===== src/rtl/fetch_unit.sv =====
// fetch_unit: 8080 instruction fetch stage. Reads opcode and operand bytes from
// byte-wide memory and presents {opcode, byte2, byte3} to decode over valid/ready.
module fetch_unit #(
    parameter logic [15:0] RESET_PC = 16'h0000
) (
    input  logic        clk,
    input  logic        rst_n,
    output logic        mem_ren,
    output logic [15:0] mem_raddr,
    input  logic [7:0]  mem_rdata,
    input  logic        redirect_valid,
    input  logic [15:0] redirect_addr,
    output logic        ins_valid,
    input  logic        ins_ready,
    output logic [23:0] ins,
    output logic [15:0] ins_pc,
    output logic [1:0]  ins_len
);

    typedef enum logic [2:0] {ISSUE_OP, CAP_OP, CAP_B2, CAP_B3, VALID} state_t;

    state_t      state, state_next;
    logic [15:0] fpc;
    logic [1:0]  len;
    logic [7:0]  b1, b2, b3;
    logic [1:0]  op_len;

    // Instruction length from the opcode byte alone.
    function automatic logic [1:0] decode_len(input logic [7:0] op);
        logic [1:0] n;
        case (op)
            8'h22, 8'h2A, 8'h32, 8'h3A, 8'hC3, 8'hCB,
            8'hCD, 8'hDD, 8'hED, 8'hFD: n = 2'd3;
            8'hD3, 8'hDB:               n = 2'd2;
            default: begin
                if ((op & 8'hCF) == 8'h01 || (op & 8'hC7) == 8'hC2 ||
                    (op & 8'hC7) == 8'hC4)
                    n = 2'd3;
                else if ((op & 8'hC7) == 8'h06 || (op & 8'hC7) == 8'hC6)
                    n = 2'd2;
                else
                    n = 2'd1;
            end
        endcase
        return n;
    endfunction

    assign op_len  = decode_len(mem_rdata);
    assign ins     = {b1, b2, b3};
    assign ins_pc  = fpc;
    assign ins_len = len;

    always_comb begin
        state_next = state;
        mem_ren    = 1'b0;
        mem_raddr  = fpc;
        ins_valid  = 1'b0;
        case (state)
            ISSUE_OP: begin
                mem_ren    = 1'b1;
                state_next = CAP_OP;
            end
            CAP_OP: begin
                if (op_len != 2'd1) begin
                    mem_ren    = 1'b1;
                    mem_raddr  = fpc + 16'd1;
                    state_next = CAP_B2;
                end else begin
                    state_next = VALID;
                end
            end
            CAP_B2: begin
                if (len == 2'd3) begin
                    mem_ren    = 1'b1;
                    mem_raddr  = fpc + 16'd2;
                    state_next = CAP_B3;
                end else begin
                    state_next = VALID;
                end
            end
            CAP_B3: state_next = VALID;
            VALID: begin
                ins_valid = 1'b1;
                // Accepting overlaps the next opcode read, so ISSUE_OP is skipped.
                if (ins_ready) begin
                    mem_ren    = 1'b1;
                    mem_raddr  = fpc + {14'd0, len};
                    state_next = CAP_OP;
                end
            end
            default: state_next = ISSUE_OP;
        endcase
        if (redirect_valid)
            state_next = ISSUE_OP;
    end

    always_ff @(posedge clk) begin
        if (!rst_n) begin
            state <= ISSUE_OP;
            fpc   <= RESET_PC;
            len   <= 2'd1;
            b1    <= 8'h00;
            b2    <= 8'h00;
            b3    <= 8'h00;
        end else begin
            state <= state_next;
            if (redirect_valid) begin
                fpc <= redirect_addr;
                b1  <= 8'h00;
                b2  <= 8'h00;
                b3  <= 8'h00;
            end else begin
                case (state)
                    CAP_OP: begin
                        b1  <= mem_rdata;
                        len <= op_len;
                    end
                    CAP_B2: b2 <= mem_rdata;
                    CAP_B3: b3 <= mem_rdata;
                    VALID: begin
                        if (ins_ready) begin
                            fpc <= fpc + {14'd0, len};
                            b1  <= 8'h00;
                            b2  <= 8'h00;
                            b3  <= 8'h00;
                        end
                    end
                    default: ;
                endcase
            end
        end
    end

endmodule


===== config.mk =====
export PLATFORM = sky130hd
export DESIGN_NAME = fetch_unit
export DESIGN_NICKNAME = d
export VERILOG_FILES = /design/src/rtl/fetch_unit.sv
export SDC_FILE = /design/constraint.sdc
export NUM_CORES = 1
export LEC_CHECK = 0
export ABC_AREA = 1
export CORE_MARGIN = 8
export CORE_UTILIZATION = 65
export CTS_BUF_LIST = sky130_fd_sc_hd__clkbuf_16
export CTS_CLUSTER_DIAMETER = 150
export DETAILED_ROUTE_END_ITERATION = 12
export DONT_BUFFER_PORTS = 1
export GPL_ROUTABILITY_DRIVEN = 0
export GPL_TIMING_DRIVEN = 0
export PLACE_DENSITY = 0.86
export SYNTH_ARGS = -nofsm -noshare
export SYNTH_HDL_FRONTEND = slang
export SYNTH_SLANG_ARGS = --single-unit

===== constraint.sdc =====
create_clock -name clk -period 2.1 [get_ports clk]
set_clock_uncertainty 0.05 [all_clocks]
set_input_delay 0.315 -clock clk [delete_from_list [all_inputs] [get_ports clk]]
set_output_delay 0.315 -clock clk [all_outputs]
set_load 0.01 [all_outputs]

# After elaboration in Yosys (flattened, before gate mapping)
# Index checks and enable logic that the tools add are counted.
# W data, S select, Z words.
[totals]
regBits = 45
input_bits = 28
out_inout_bits = 60
word_cells = 72
[op_classes]
n_addsub = 3
eq_ne = 24
muxes = 22
n_bitwise = 2
reduce_logical = 15
[op_table]
columns = ["op", "n"]
rows = [
  ["$mux W16", 5],
  ["$eq A8 B8 Y1 const B", 8],
  ["$pmux W16 S3", 1],
  ["$pmux W8 S2", 3],
  ["$eq A8 B6 Y1 const B", 4],
  ["$add A16 B1 Y16 const B", 1],
  ["$add A16 B2 Y16", 1],
  ["$add A16 B2 Y16 const B", 1],
  ["$eq A5 B5 Y1 const B", 3],
  ["$pmux W3 S5", 1],
  ["$reduce_or A10 Y1", 1],
  ["$mux W3", 3],
  ["$mux W8", 1],
  ["$reduce_and A2 Y1", 4],
  ["$reduce_bool A2 Y1", 4],
  ["$eq A3 B2 Y1 const B", 2],
  ["$eq A6 B1 Y1 const B", 1],
  ["$eq A5 B3 Y1 const B", 1],
  ["$mux W1", 4],
  ["$mux W2", 2],
  ["$pmux W1 S4", 1],
  ["$pmux W2 S2", 1],
  ["$reduce_or A2 Y1", 2],
  ["$eq A3 B1 Y1 const B", 1],
  ["other kinds (7)", 10],
]

# Depth between registers and ports, before layout
# Gate-level depths: netlist of run 1.
[depth]
ltp_word = 8
mapped_depth = 12
mapped_depth_nobuf = 11

# Worst setup path before layout of run 1
# No wires, ideal clock.
[synth_path]
kind = "register to output"
startpoint = "register fpc[0], in the netlist ins_pc[0]"
endpoint = "output mem_raddr[14]"
arrival_ns = 1.677
required_time_ns = 1.735
slack_ns = 0.058
stages_incl_launch_ff = 12
cell_sequence = "dfxtp_1 -> ha_1 -> fa_1 -> nand2_1 -> nor2_2 -> nand2_1 -> inv_1 -> nand3_1 -> nand3_1 -> nand2_1 -> inv_1 -> nand3_1"
[synth_between]
elab_chain_len = 3
word_cells_on_any_way = 7
classes_between = "3 x add/sub; 4 x mux"
[synth_lines]
columns = ["item", "line", "text"]
rows = [
  ["start: declaration", "23", "logic [15:0] fpc;"],
  ["start signal: assignment", "108", "fpc <= redirect_addr;"],
  ["start signal: assignment", "122", "fpc <= fpc + {14'd0, len};"],
  ["$add A16 B2 Y16, or another cell as far along", "87", "mem_raddr = fpc + {14'd0, len};"],
  ["$mux W16, on equally long branches", "85, 64, 73", ""],
  ["$pmux W16 S3 (*)", "58", "case (state)"],
  ["end: declaration", "9", "output logic [15:0] mem_raddr,"],
]
# Mark *: on every way between the ends. The rest lies on a longest branch, timed or not.

# Worst setup path after layout of run 1
[layout_path]
startpoint = "register state[1]"
endpoint = "output mem_raddr[2]"
[layout_between]
elab_chain_len = 2
word_cells_on_any_way = 4
classes_between = "3 x eq/ne; 1 x mux"
[layout_lines]
columns = ["item", "line", "text"]
rows = [
  ["start: declaration", "22", "state_t state, state_next;"],
  ["start signal: assignment", "106", "state <= state_next;"],
  ["$eq A3 B3 Y1, or another cell as far along", "58", ""],
  ["$pmux W16 S3 (*)", "58", ""],
]
# Marks and branches as above.

==> results of run 1 <==
-- worst max-delay path: cells and delay by family (launching register included) --
family | cells | cell delay [ns]
simple gates | 3 | 0.68
buf+inv | 2 | 0.48
compound gates | 1 | 0.32
flops | 1 | 0.39
-- state kept, by name, indices dropped and copies added (netlist names) --
signal / flops
b1: 8
b2: 8
b3: 8
ins_len: 2
ins_pc: 16
state: 3
-- through the flow --
stage,instances,cell area (µm²)
6_report,734,4480
5_1_grt,734,4480
4_1_cts,721,4200
3_5_place_dp,697,3700
3_3_place_gp,697,3700
2_1_floorplan,625,3610
-- how the worst max path moves through the flow --
stage / to
after floorplan: mem_raddr[14]
after global placement: mem_raddr[14]
after detailed placement: mem_raddr[14]
after CTS: mem_raddr[6]
after global routing: mem_raddr[15]
final: mem_raddr[2]
-- repair_timing --
item,CTS,global route
endpoints found under the setup margin,17,18
gates cloned,0,0
pin swaps,24,31
buffers inserted,16,13
gates resized for setup,63,66
-- where the power goes --
group          switching (mW)  internal (mW)
clock                   0.398          0.561
combinational           0.354          0.153
sequential             0.0580          0.878
total                   0.809           1.59
-- logic make-up (layout without fill, tap and decap cells) --
kind of cell	Yosys count	after routing	share of synthesized area
buf+inv	103	140	0.119
xor+xnor	12	12	0.0291
fa+ha+maj	5	5	0.0194
simple gates	370	370	0.453
compound gates	90	90	0.130
flops	45	45	0.249
-- cell type report --
class | instances | share of cell area
plain buffers | 31 | 0.0438
clock buffers | 5 | 0.0279
clock inverters | 3 | 0.00949
inverters | 72 | 0.0631
multi-input cells | 477 | 0.578
flip-flops and latches | 45 | 0.207
well taps | 72 | 0.0201
repair buffers | 29 | 0.0503
-- cell usage in the layout, fill, tap and decap left out, types with 3 or more instances in the layout --
master / synthesis / routed
a21oi_1: 34 / 32
a21oi_2: 1 / 3
buf_2: 13 / 5
buf_4: 5 / 35
buf_6: 1 / 6
clkbuf_1: 10 / 7
clkbuf_16: 0 / 5
clkbuf_4: 0 / 3
clkinv_1: 4 / 3
dfxtp_1: 45 / 33
dfxtp_2: 0 / 7
dfxtp_4: 0 / 5
inv_1: 57 / 53
inv_2: 11 / 13
inv_4: 0 / 3
nand2_1: 172 / 161
nand2_2: 4 / 11
nand2_4: 1 / 5
nand3_1: 124 / 100
nand3_2: 2 / 25
nand4_1: 4 / 4
nor2_1: 53 / 40
nor2_2: 3 / 11
nor2_4: 3 / 8
o21ai_0: 36 / 27
o21ai_1: 12 / 17
o21ai_2: 0 / 4
xor2_1: 11 / 11
-- per-layer routing --
layer / part of all wire / routed length, µm / vias to the layer above
met5: 0 / 0 / -
met4: 0.099 / 1600 / 0
met3: 0.16 / 2610 / 210
met2: 0.43 / 6900 / 549
met1: 0.31 / 5110 / 2170
li1: - / - / 2099
==> qor.csv, run 1 <==
metric;value;unit
CTS buffer count;5;
CTS tree;done;
drt pass-1 iters;8;
count leader, synth;nand2_1;
period utilization;1.20;
latest clock arrival within the worst-skew pair;0.31;ns
worst path arrival time;2.16;ns
sequential fraction of the synthesis area;0.249;
Routed WL;16200;µm
most frequent cells after synthesis;172 x nand2_1, 124 x nand3_1, 57 x inv_1, 53 x nor2_1, 45 x dfxtp_1;
maximum vdd ir drop;0.446;mV
DP Wirelength;9090;µm
Die Wd;90.6;µm
Worst Path Required;1.74;ns
Synth Register Bits;45;
CP Class;register to output pin;
CTS H-tree lvls;2;
worst hold path class;input port to register;
Cells after Synth;625;
vias in the first global route;4649;
setup ws final;-0.426;ns
synth unique cells;34;
Yosys top cell area share;0.249;
Core ar.;5440;µm²
Nets;694;
register area;928;µm²
met2 Use GR;0.538;
Starting Density;0.665;
largest net degree at the start of global routing;15;
post-layout min period;2.53;ns
Slew headroom;0.513;
hold buffers post-CTS;0;
startpoint of the worst hold path;mem_rdata[5];
Mean Syn Cell Area;5.78;µm²
layer with the highest usage;met2;
Max Cap Violations;0;
pwr dens;536;nW/µm²
met3 Usage GRT;0.107;
all-layer global routing usage;0.321;
global-route wire length before repair;21900;µm
CP Launch Point;state[1];
CTS Root Cell;clkbuf_16;
WHS Path Cells;2;
DRT iter0 DRCs;933;
RSZ-0062 raised after global routing;yes;
final hold viol count;0;
worst slew pin tran;0.731;ns
CTS Sinks;45;
worst r2r src;ins_pc[0];
Crit-path slowest cell;dfxtp_1;
ys async rst share;0;
Syn Std Cell Area;3610;µm²
Warnings, synthesis;0;
# rows;27;
DRC Markers;0;
DP Worst Slack;-0.308;ns
share of cells above drive strength 1;0.246;
DR WL/cell;22.1;µm
antenna cell count;0;
CP Cell Sequence;inv_1 > nor3_2 > clkbuf_2 > nand3_1 > o211a_1 > nand3_2;
gr ovfl total;0;
multi-input logic area;2590;µm²
Finish-stage setup viols;16;
Pwr Total;2.40;mW
Critical Path End Type;output pin;
Achievable Freq;396;MHz
Final TNS setup;-3.86;ns
Core Util, Final;0.824;
filler instances;336;
slowest stage delay, CP;0.39;ns
Worst-path clk slew;0.08;ns
EDFF count, synth;0;
port bufs;0;
Primary FF master, synth;dfxtp_1;
Layout area overhead;24.0;%
clock buffer depth;2;
Die Area;8200;µm²
vias;5028;
reg-to-reg slack, setup;-0.20;ns
final hold slack;0.112;ns
worst reg2reg path depth;14;
antenna-violating nets left;0;
Vias/cell;6.85;
Synth area leaders;dfxtp_1 25%, nand2_1 18%, nand3_1 17%;
crit path launch type;register;
Hold Path Sink;b2[5];
Slew Limit Fails;0;
worst-path fanout max;10;
Syn Nets;658;
IO Count;88;
initial antenna violation count;0;
failing checks;negative setup slack;
die height;90.6;µm
status;finished, violations left;
met1 global-route usage;0.327;
leading area contributor after synthesis;dfxtp_1;
P_leak;1.99;nW
reg-to-reg endpoint;ins_pc[8];
No activity file was read; power rests on OpenSTA's default activity.
==> inputs of run 2 (changes only) <==
--- a/config.mk
+++ b/config.mk
@@ -14,6 +14,7 @@
 export DONT_BUFFER_PORTS = 1
 export GPL_ROUTABILITY_DRIVEN = 0
 export GPL_TIMING_DRIVEN = 0
+export HOLD_SLACK_MARGIN = 0.03
 export PLACE_DENSITY = 0.86
 export SYNTH_ARGS = -nofsm -noshare
 export SYNTH_HDL_FRONTEND = slang
==> results of run 2 <==
No change in the layout: final DEF, timing and power equal those of run 1.
==> inputs of run 3 (changes only) <==
--- a/config.mk
+++ b/config.mk
@@ -14,7 +14,7 @@
 export DONT_BUFFER_PORTS = 1
 export GPL_ROUTABILITY_DRIVEN = 0
 export GPL_TIMING_DRIVEN = 0
-export HOLD_SLACK_MARGIN = 0.03
+export HOLD_SLACK_MARGIN = 0.06
 export PLACE_DENSITY = 0.86
 export SYNTH_ARGS = -nofsm -noshare
 export SYNTH_HDL_FRONTEND = slang
==> results of run 3 <==
No change in the layout: final DEF, timing and power equal those of run 1.
